`config.mk`:
```
export PLATFORM = sky130hd
export DESIGN_NAME = generador_desplazamiento
export DESIGN_NICKNAME = d
export VERILOG_FILES = /design/src/rtl/generador_desplazamiento.sv
export SDC_FILE = /design/constraint.sdc
export NUM_CORES = 1
export LEC_CHECK = 0
export CAP_MARGIN = 20
export CORE_MARGIN = 1.5
export CORE_UTILIZATION = 35
export DETAILED_ROUTE_END_ITERATION = 16
export PLACE_DENSITY = 0.54
export SLEW_MARGIN = 10
export SYNTH_ARGS = -nofsm -noshare
export SYNTH_HDL_FRONTEND = slang
export SYNTH_SLANG_ARGS = --single-unit
export TNS_END_PERCENT = 20
```
`constraint.sdc`:
```
create_clock -name clock -period 2.7 [get_ports clock]
set_input_delay 0.405 -clock clock [delete_from_list [all_inputs] [get_ports clock]]
set_output_delay 0.405 -clock clock [all_outputs]
set_load 0.05 [all_outputs]
```
`src/rtl/generador_desplazamiento.sv`:
```
// Wheel-pulse debouncer and distance accumulator (Q24.8 m) publishing the distance as a half-float.
// Optional macro REVERSA_EN adds a `sentido` input that makes pulses subtract instead of add.
module generador_desplazamiento #(
   parameter int unsigned DEBOUNCE_CYCLES = 1000,
   parameter int unsigned STEP_Q8         = 52
) (
   input  logic        clock,
   input  logic        reset,
   input  logic        pulso_rueda,
   input  logic        borrar,
`ifdef REVERSA_EN
   input  logic        sentido,
`endif
   output logic [15:0] desplazamientof,
   output logic        actualizado,
   output logic [31:0] contadorPulsos,
   output logic        saturado
);

   localparam logic [15:0] DEB_LIMIT = 16'(DEBOUNCE_CYCLES);
   localparam logic [31:0] STEP      = 32'(STEP_Q8);
   localparam logic [15:0] HALF_MAX  = 16'h7BFF;

   logic [1:0]  sync_pulso;
   logic        nivel;
   logic        nivel_d;
   logic [15:0] cnt;
   logic [31:0] acc;
   logic        evento;
   logic        reversa;

   logic        pulso_c;
   logic [15:0] cnt_inc_c;
   logic [32:0] suma_c;
   logic [31:0] acc_next_c;
   logic [4:0]  lead_c;
   logic [9:0]  mant_c;
   logic [15:0] half_c;

`ifdef REVERSA_EN
   logic [1:0] sync_sentido;

   // Direction input gets its own synchronizer
   always_ff @(posedge clock) begin
      if (reset) sync_sentido <= 2'b00;
      else       sync_sentido <= {sync_sentido[0], sentido};
   end

   assign reversa = sync_sentido[1];
`else
   assign reversa = 1'b0;
`endif

   // Synchronizer and debouncer
   assign cnt_inc_c = cnt + 16'd1;

   always_ff @(posedge clock) begin
      if (reset) begin
         sync_pulso <= 2'b00;
         nivel      <= 1'b0;
         nivel_d    <= 1'b0;
         cnt        <= 16'd0;
      end else begin
         sync_pulso <= {sync_pulso[0], pulso_rueda};
         nivel_d    <= nivel;
         if (sync_pulso[1] == nivel) begin
            cnt <= 16'd0;
         end else if (cnt_inc_c == DEB_LIMIT) begin
            nivel <= ~nivel;
            cnt   <= 16'd0;
         end else begin
            cnt <= cnt_inc_c;
         end
      end
   end

   assign pulso_c = nivel & ~nivel_d;

   // Saturating step in either direction
   always_comb begin
      suma_c     = {1'b0, acc} + {1'b0, STEP};
      acc_next_c = suma_c[32] ? 32'hFFFF_FFFF : suma_c[31:0];
      if (reversa) begin
         acc_next_c = (acc < STEP) ? 32'd0 : (acc - STEP);
      end
   end

   // Accumulator and pulse counter; a clear drops a coincident pulse
   always_ff @(posedge clock) begin
      if (reset) begin
         acc            <= 32'd0;
         contadorPulsos <= 32'd0;
         evento         <= 1'b0;
      end else begin
         evento <= pulso_c | borrar;
         if (borrar) begin
            acc            <= 32'd0;
            contadorPulsos <= 32'd0;
         end else if (pulso_c) begin
            acc            <= acc_next_c;
            contadorPulsos <= contadorPulsos + 32'd1;
         end
      end
   end

   // Q24.8 to half-float: exponent bias 15 minus the 8 fractional bits gives p+7
   always_comb begin
      lead_c = 5'd0;
      for (int i = 0; i < 32; i++) begin
         if (acc[i]) lead_c = 5'(i);
      end
      mant_c = 10'((acc << (5'd31 - lead_c)) >> 5'd21);
      if (acc == 32'd0) begin
         half_c = 16'h0000;
      end else if (lead_c > 5'd23) begin
         half_c = HALF_MAX;
      end else begin
         half_c = {1'b0, 5'(lead_c + 5'd7), mant_c};
      end
   end

   // Output register, rewritten once per event
   always_ff @(posedge clock) begin
      if (reset) begin
         desplazamientof <= 16'h0000;
         saturado        <= 1'b0;
         actualizado     <= 1'b0;
      end else begin
         actualizado <= evento;
         if (evento) begin
            desplazamientof <= half_c;
            saturado        <= |acc[31:24];
         end
      end
   end

endmodule
```
Word-level counts from Yosys, hierarchy flattened

Cells that the tools add are included.

Bits in registers: 103
Logic and storage cells: 63

Mux-type cells: 34
$lt $le $gt $ge: 1
$add $sub $neg: 5
Reductions and logical operators: 5
Shift operators: 1
Bitwise logic cells: 5
Equality and inequality tests: 2

Operators with widths:

| cell                                                                     | number |
|---|---|
| 5-bit two-way mux                                                        | 30 |
| 32-bit by 6-bit adder with 33-bit output (second input constant)         | 1 |
| 32-bit by 1-bit adder with 32-bit output (second input constant)         | 1 |
| 32-bit zero test                                                         | 1 |
| 32-bit two-way mux                                                       | 1 |
| 32-bit by 5-bit left shift with 31-bit output                            | 1 |
| 15-bit two-way mux                                                       | 2 |
| 16-bit by 1-bit adder with 16-bit output (second input constant)         | 1 |
| 16-bit by 10-bit equality test with 1-bit output (second input constant) | 1 |
| 8-bit OR reduction                                                       | 1 |
| 5-bit by 3-bit adder with 5-bit output (second input constant)           | 1 |
| 5-bit greater-than comparator (second input constant)                    | 1 |
| 5-bit subtractor (first input constant)                                  | 1 |
| 1-bit inverter                                                           | 3 |
| 3-bit OR reduction                                                       | 1 |
| 2-bit AND reduction                                                      | 1 |
| 2-bit OR reduction                                                       | 1 |
| 1-bit bitwise AND                                                        | 1 |
| 1-bit equality test                                                      | 1 |
| 1-bit two-way mux                                                        | 1 |
| 1-bit OR                                                                 | 1 |

Logic depth before layout (Yosys ltp)

Word-level depth: 35
Depth in mapped cells: 13
Mapped depth without buffers: 11

Worst setup path after synthesis

No wires, ideal clock.

Kind: register to register
From: register acc[14]
To: register desplazamientof[9]
Setup slack: -7 ps
Data required time: 2,576 ps
Cell stages (with the launch flop): 11
Clock period less this slack: 2,707 ps
Arrival time: 2,582 ps
Path buffers: 2
Cells stage by stage: dfxtp_1 > buf_2 > or3_1 > a221oi_1 > o21a_1 > o21a_1 > buf_6 > mux2_4 > mux4_2 > a221oi_2 > a21oi_1

Longest elaborated chain between the ends: 22
Elaborated cells on any way between the ends: 24

Ends and longest elaborated chain:

| what                                          | RTL line | source |
|---|---|---|
| from (decl)                                   | 28       | `logic [31:0] acc;` |
| from (signal assigned)                        | 100      | `acc <= acc_next_c;` |
| 5-bit two-way mux (18 in series)              | 110      | `if (acc[i]) lead_c = 5'(i);` |
| 5-bit subtractor                              | 112      | `mant_c = 10'((acc << (5'd31 - lead_c)) >> 5'd21);` |
| 32-bit by 5-bit left shift with 31-bit output | 112      |  |
| 15-bit two-way mux                            | 115      | `end else if (lead_c > 5'd23) begin` |
| 15-bit two-way mux *                          | 113      | `if (acc == 32'd0) begin` |
| to (signal assigned)                          | 131      | `desplazamientof <= half_c;` |
| to (decl)                                     | 14       | `output logic [15:0] desplazamientof,` |

Every way passes the cells marked *; elsewhere a longest branch is shown, timed or not.
A chain may end at the register's enable or synchronous reset.

Worst setup path in the final report

From: register acc[7]
To: register desplazamientof[9]

Longest elaborated chain between the ends: 29
Elaborated cells on any way between the ends: 31

Ends and longest elaborated chain:

| what                                          | RTL line |
|---|---|
| 5-bit two-way mux (25 in series)              | 110 |
| 5-bit subtractor                              | 112 |
| 32-bit by 5-bit left shift with 31-bit output | 112 |
| 15-bit two-way mux                            | 115 |
| 15-bit two-way mux *                          | 113 |

Marked as above.

==> results by group <==
Synth
  • Synth top area cells: dfxtp_1, xor2_1, nor2_1
  • Main synth FF type: dfxtp_1
  • Main combinational cell family by area after synthesis: simple AND/OR/NAND/NOR gates
  • Synth Area in XOR/XNOR: 10.0%
  • Leading cell type by number of instances after synthesis: dfxtp_1
  • Post-Synthesis Cells: 752
  • Number of flops mapped to enable cells by yosys: 0
  • Post-Syn Nets: 762
  • Post-Synth Adder-Cell Area: roughly 1.2%
  • Synth top area share: roughly 34%
  • Post-Synth Simple-Gate Area: around a quarter
  • Syn Area/Cell: 8.00 sq um
  • Register area share after synthesis: roughly 34%
  • Total number of yosys warnings: 0
  • Synth top cells by count: dfxtp_1, nor2_1, nand2_1, a21oi_1, xor2_1
  • Ys async rst share: 0%
  • Cell Area, Synth: 6020 sq um
  • Post-synthesis mux area share: 5.91%
  • Yosys top cell by area: dfxtp_1
  • Cell variety after synth: 66
  • Compound-gate portion of the synthesized area: 18.5%
  • Yosys reg bits: a little over 100

Power
  • Net Sw Frac: 21.9%
  • Worst vdd ir: 0.298 mV
  • Leakage power: 2.97 nW
  • Logic pwr share: 2.4%
  • Reg power frac: 49.5%
  • Part of the total power dissipated in the clock network: 48.1%
  • Pwr/cell area: 371 nW/um^2
  • Switching pwr: 0.662 mW
  • Pint: 2.36 mW

Placed design
  • IO buf count: 52
  • DP HPWL: around 14000 um
  • Post-place setup slack: -0.0968 ns
  • RePlAce Congestion: ~0.93

Finish
  • Final core occ: 48.8%
  • Layout Nets: 900
  • P&R area growth vs syn: 35.4%
  • Layout cells sized above 1: 23.0%
  • # diodes: 0
  • Fillers: around 1700

Timing
  • Fin worst setup slack: 0.0346 ns
  • Worst Tran Pin Value: between 0.6 and 0.7 ns
  • Fin. max-slew vios: 0
  • Post-route minimum period: 2.67 ns
  • Final worst-path cycle share: between 90% and 100%
  • Fmax: 375 MHz
  • Hold Vio Cnt, Final: 0
  • Max_slew headroom: 53.9%
  • Fin Clk Skew: ~0.0084 ns
  • # setup viols final: 0
  • RSZ-0062 raised after global routing: true

Global routing
  • Gr usage total: between 20 and 25%
  • Pin count of the biggest net entering global routing: 64
  • Vias in the first global route: 5760
  • First-pass GRT wire length: 29800 um
  • Global route total overflow: 0
  • Initial antenna violation count: 0

Floorplanning
  • Die area: 18000 sq um
  • Die height: 134 um
  • Starting Density: ~36%
  • # IOs: 54
  • Core area: around 17000 sq um
  • Die width: between 100 and 150 um
  • Row cnt: 47

Routing
  • Vias post-DR: 5986
  • Routed len/inst: 16.6 um
  • Routed Antenna Nets: 0
  • DRC viols: 0
  • Starting DRC count in detailed routing: 370
  • Final WL: 18500 um
  • DR pass1 iterations: 5
  • Vias per cell: approximately 5.4

Critical path
  • CP Capture Type: register
  • Reg2Reg Setup Slack: 0.03 ns
  • WP data required: 2.94 ns
  • Critical path data arrival time: 2.91 ns
  • Crit-path max FO: 5
  • R2R Path Start: acc[7]$_SDFFE_PP0P_
  • CP startpoint kind: register
  • Worst r2r path cells: 9
  • Reg2reg end: desplazamientof[9]$_SDFFE_PP0P_
  • CP Class: reg -> reg

Clocking
  • Clock Path Buffers: 2
  • H-tree depth: 3
  • CTS tree: done
  • CTS Buf Count: 9
  • Clock slew at reported path FFs: 0.07 ns
  • Root buf cell: clkbuf_16
  • Later-pin clock latency in the skew report: 0.36 ns
  • Clock Sinks: 101

Hold path
  • Hold EP: desplazamientof[7]$_SDFFE_PP0P_
  • Min-delay src: desplazamientof[7]$_SDFFE_PP0P_
  • Hold path depth: 2
  • Hold Path Class: reg -> reg

Outcome
  • Status: finished clean

Job
  • Max-cap viol count: 0
-- cells by family after synthesis --
logic type	Yosys count
simple gates	309
compound gates	164
mux	31
flops	101
xor+xnor	69
other cells	1
fa+ha+maj	6
buf+inv	71
-- flip-flops by register name (all words and copies together), names as in the netlist --
signal / count
contadorPulsos: 32
acc: 31
cnt: 16
desplazamientof: 15
sync_pulso: 2
actualizado: 1
evento: 1
nivel: 1
nivel_d: 1
saturado: 1
-- critical path, cell delays in order (launching register included) --
cell,delay [ns]
dfxtp_2,0.34
buf_6,0.12
or3_4,0.37
o21a_1,0.22
o21a_4,0.26
buf_12,0.14
a22o_1,0.22
mux4_2,0.51
a221oi_2,0.28
a21oi_1,0.09
-- power by group through the flow --
stage / combinational [mW] / sequential (mW) / clock [mW]
2_1_floorplan: 0.0359 / 1.54 / 0
3_3_place_gp: 0.0723 / 1.53 / 0
3_5_place_dp: 0.0723 / 1.53 / 0
4_1_cts: 0.0729 / 1.50 / 1.49
5_1_grt: 0.0776 / 1.50 / 1.55
6_report: 0.0721 / 1.50 / 1.45
-- per-stage QoR --
step,cells,total power [mW],hold WS [ns],TNS [ns],instance area (sq um)
final,1115,3.02,0.464,0,8150
after detailed placement,1085,1.61,0.441,-0.219,7460
after floorplan,752,1.58,0.414,-0.00282,6030
after global placement,1085,1.61,0.443,-0.0294,7460
after CTS,1103,3.06,0.470,-0.0323,7850
after global routing,1115,3.13,0.485,-0.102,8150
-- worst max-delay path by stage --
stage	slack, ns	from	cells after the start	endpoint
2_1_floorplan	-0.002	acc[2]$_SDFFE_PP0P_	11	desplazamientof[3]$_SDFFE_PP0P_
3_3_place_gp	-0.03	acc[7]$_SDFFE_PP0P_	9	desplazamientof[9]$_SDFFE_PP0P_
3_5_place_dp	-0.1	acc[12]$_SDFFE_PP0P_	11	desplazamientof[9]$_SDFFE_PP0P_
4_1_cts	-0.03	acc[19]$_SDFFE_PP0P_	9	desplazamientof[9]$_SDFFE_PP0P_
5_1_grt	-0.03	acc[2]$_SDFFE_PP0P_	9	desplazamientof[9]$_SDFFE_PP0P_
6_report	0.03	acc[7]$_SDFFE_PP0P_	9	desplazamientof[9]$_SDFFE_PP0P_
-- area by class of cell --
class / instances / area (sq um) / share of cell area (%)
well taps: 220 / 275 / 3.38
clock buffers: 12 / 246 / 3.03
inverters: 16 / 60.1 / 0.737
flip-flops and latches: 101 / 2040 / 25.0
repair buffers: 182 / 1570 / 19.3
multi-input cells: 580 / 3870 / 47.6
clock inverters: 4 / 77.6 / 0.952
-- placed cells by master (no fill, tap or decap), drive strengths merged, types with 6 or more instances in the layout --
cell type and n:
a21oi 55, nand2 68, ha 6, clkdlybuf4s50 52, o211ai 14, buf 129
nor4 13, nand2b 7, xnor2 26, o21ai 16, dfxtp 101, and2 8
or3 8, xor2 43, nand3 36, and4 8, clkbuf 13, a211oi 16
inv 18, o31ai 6, nor3 15, nor2b 10, a221oi 8, mux2i 25
nand4 10, nor2 97, and3 17
-- what timing repair did --
item,in CTS,in global routing
cloned,0,1
pin swaps,3,17
hold buffers,0,0
setup buffers,2,12
endpoints found under the setup margin,7,16
resized for setup,15,48
-- routing by layer --
metal / vias to the layer above / track usage (%) / wire length (um)
met5: - / 0 / 0
met4: 0 / 7.23 / 499
met2: 133 / 34.1 / 8650
met3: 33 / 4.42 / 776
li1: 2948 / - / -
met1: 2872 / 26.8 / 8600
Note: power is estimated with default switching activity, not from simulation.
==> edit (same flow settings) <==
Remove the register `actualizado`: a continuous assignment takes its place, so the output `actualizado` follows one clock earlier.
--- a/src/rtl/generador_desplazamiento.sv
+++ b/src/rtl/generador_desplazamiento.sv
@@ -125,7 +125,5 @@
          desplazamientof <= 16'h0000;
          saturado        <= 1'b0;
-         actualizado     <= 1'b0;
       end else begin
-         actualizado <= evento;
          if (evento) begin
             desplazamientof <= half_c;
@@ -135,3 +133,5 @@
    end
 
+   assign actualizado = evento;
+
 endmodule
Formal check against the unedited RTL: not equivalent (Yosys sat finds a counterexample within 4 cycles, from zero or initial values and one cycle with reset high).
==> edit against the unedited design <==
  * The flow now finishes with violations (setup timing)
  * Total power down 3.9%
  * Sequential cell count down 1
  * Setup slack worse by 0.12 ns
  * Wire length down 4.5%
  * Synthesized area down 1.5%
  * Sequential share of layout area up 0.38 points
  * Cell area down 2.7%
==> edit: results (changes against the unedited design) <==
* Worst Clk Skew at 0.00677 ns (-0.00162 ns)
* Worst path max stage delay at 0.47 ns (-0.04 ns)
* Final setup viols at 2 (+2)
* Placed instance area at 0.00722 mm2 (-3.1%)
* Met1 Track Usage GR at 26.3% (-0.44 points)
* Hold Worst Slack at 0.448 ns (-0.0158 ns)
* CP required at 2.95 ns (about the same)
* Reported leakage power at 2.82 nW (-5.1%)
* Setup TNS at -0.143 ns (-0.143 ns)
* Via Count at 5,880 (-1.8%)
* Final setup margin at -0.0849 ns (-0.120 ns)
* Routed metal-1 wirelength at 8470 um (-1.5%)
* Synth Area in Adders at 1.27% (+0.018 points)
* Origin of the critical flop-to-flop path: acc[11]$_SDFFE_PP0P_
* DRT Wirelength at 17,700 um (-4.5%)
* Met3 wire length at 665 um (-14%)
* Met3 GRT Util at 2.47% (-1.9 points)
* Sw Share at 23.3% (+1.4 points)
* Synth top area cells: dfxtp_1 (34%), nor2_1 (6.3%), xor2_1 (6.1%)
* Reg-to-reg endpoint: desplazamientof[7]$_SDFFE_PP0P_
* Nets@finish at 868 (-3.6%)
* First-pass GRT wire length at 28,200 um (-5.5%)
* GPL Wtd Cong at 0.883 (-4.6%)
* HPWL Detailed at 12,700 um (-6.9%)
* Status: finished with violations
* Sequential area share after synthesis at 33.8% (+0.16 points)
* Failing checks: setup timing
==> edit: area by class of cell <==
type,instances,area [um2]
inverter,17,63.8
fill,1647,8660
clock buffer,10,229
clock inverter,6,71.3
multi-input combinational,575,3840
sequential,100,2010
timing repair buffer,155,1430
tap,220,275
==> edit: repair_timing <==
action,CTS,global route
setup buffers,0,6
endpoints found under the hold margin,0,0
pin swaps,0,18
setup endpoints to repair,11,29
gates resized for setup,13,51
cloned,0,4
==> edit: critical path: cells and delay by family (launching register included) <==
| kind | cells | cell delay (ns) |
|---|---|---|
| compound gates | 6 | 1.23 |
| buf+inv | 4 | 0.63 |
| simple gates | 2 | 0.46 |
| flops | 1 | 0.36 |
==> edit: worst max-delay path by stage <==
stage | start | to | slack [ns] | cells past startpoint
after global placement | acc[5]$_SDFFE_PP0P_ | desplazamientof[9]$_SDFFE_PP0P_ | -0.14 | 10
after global routing | acc[11]$_SDFFE_PP0P_ | desplazamientof[7]$_SDFFE_PP0P_ | -0.13 | 12
after detailed placement | acc[5]$_SDFFE_PP0P_ | desplazamientof[7]$_SDFFE_PP0P_ | -0.20 | 9
final | acc[11]$_SDFFE_PP0P_ | desplazamientof[7]$_SDFFE_PP0P_ | -0.08 | 12
after CTS | acc[12]$_SDFFE_PP0P_ | desplazamientof[4]$_SDFFE_PP0P_ | -0.02 | 9
after floorplan | acc[2]$_SDFFE_PP0P_ | desplazamientof[12]$_SDFFE_PP0P_ | -0.04 | 16
==> edit: cells by family after synthesis <==
logic type      count (synthesis)
simple gates                  316
compound gates                151
flops                         100
buf+inv                        77
xor+xnor                       69
mux                            32
fa+ha+maj                       6
other cells                     1
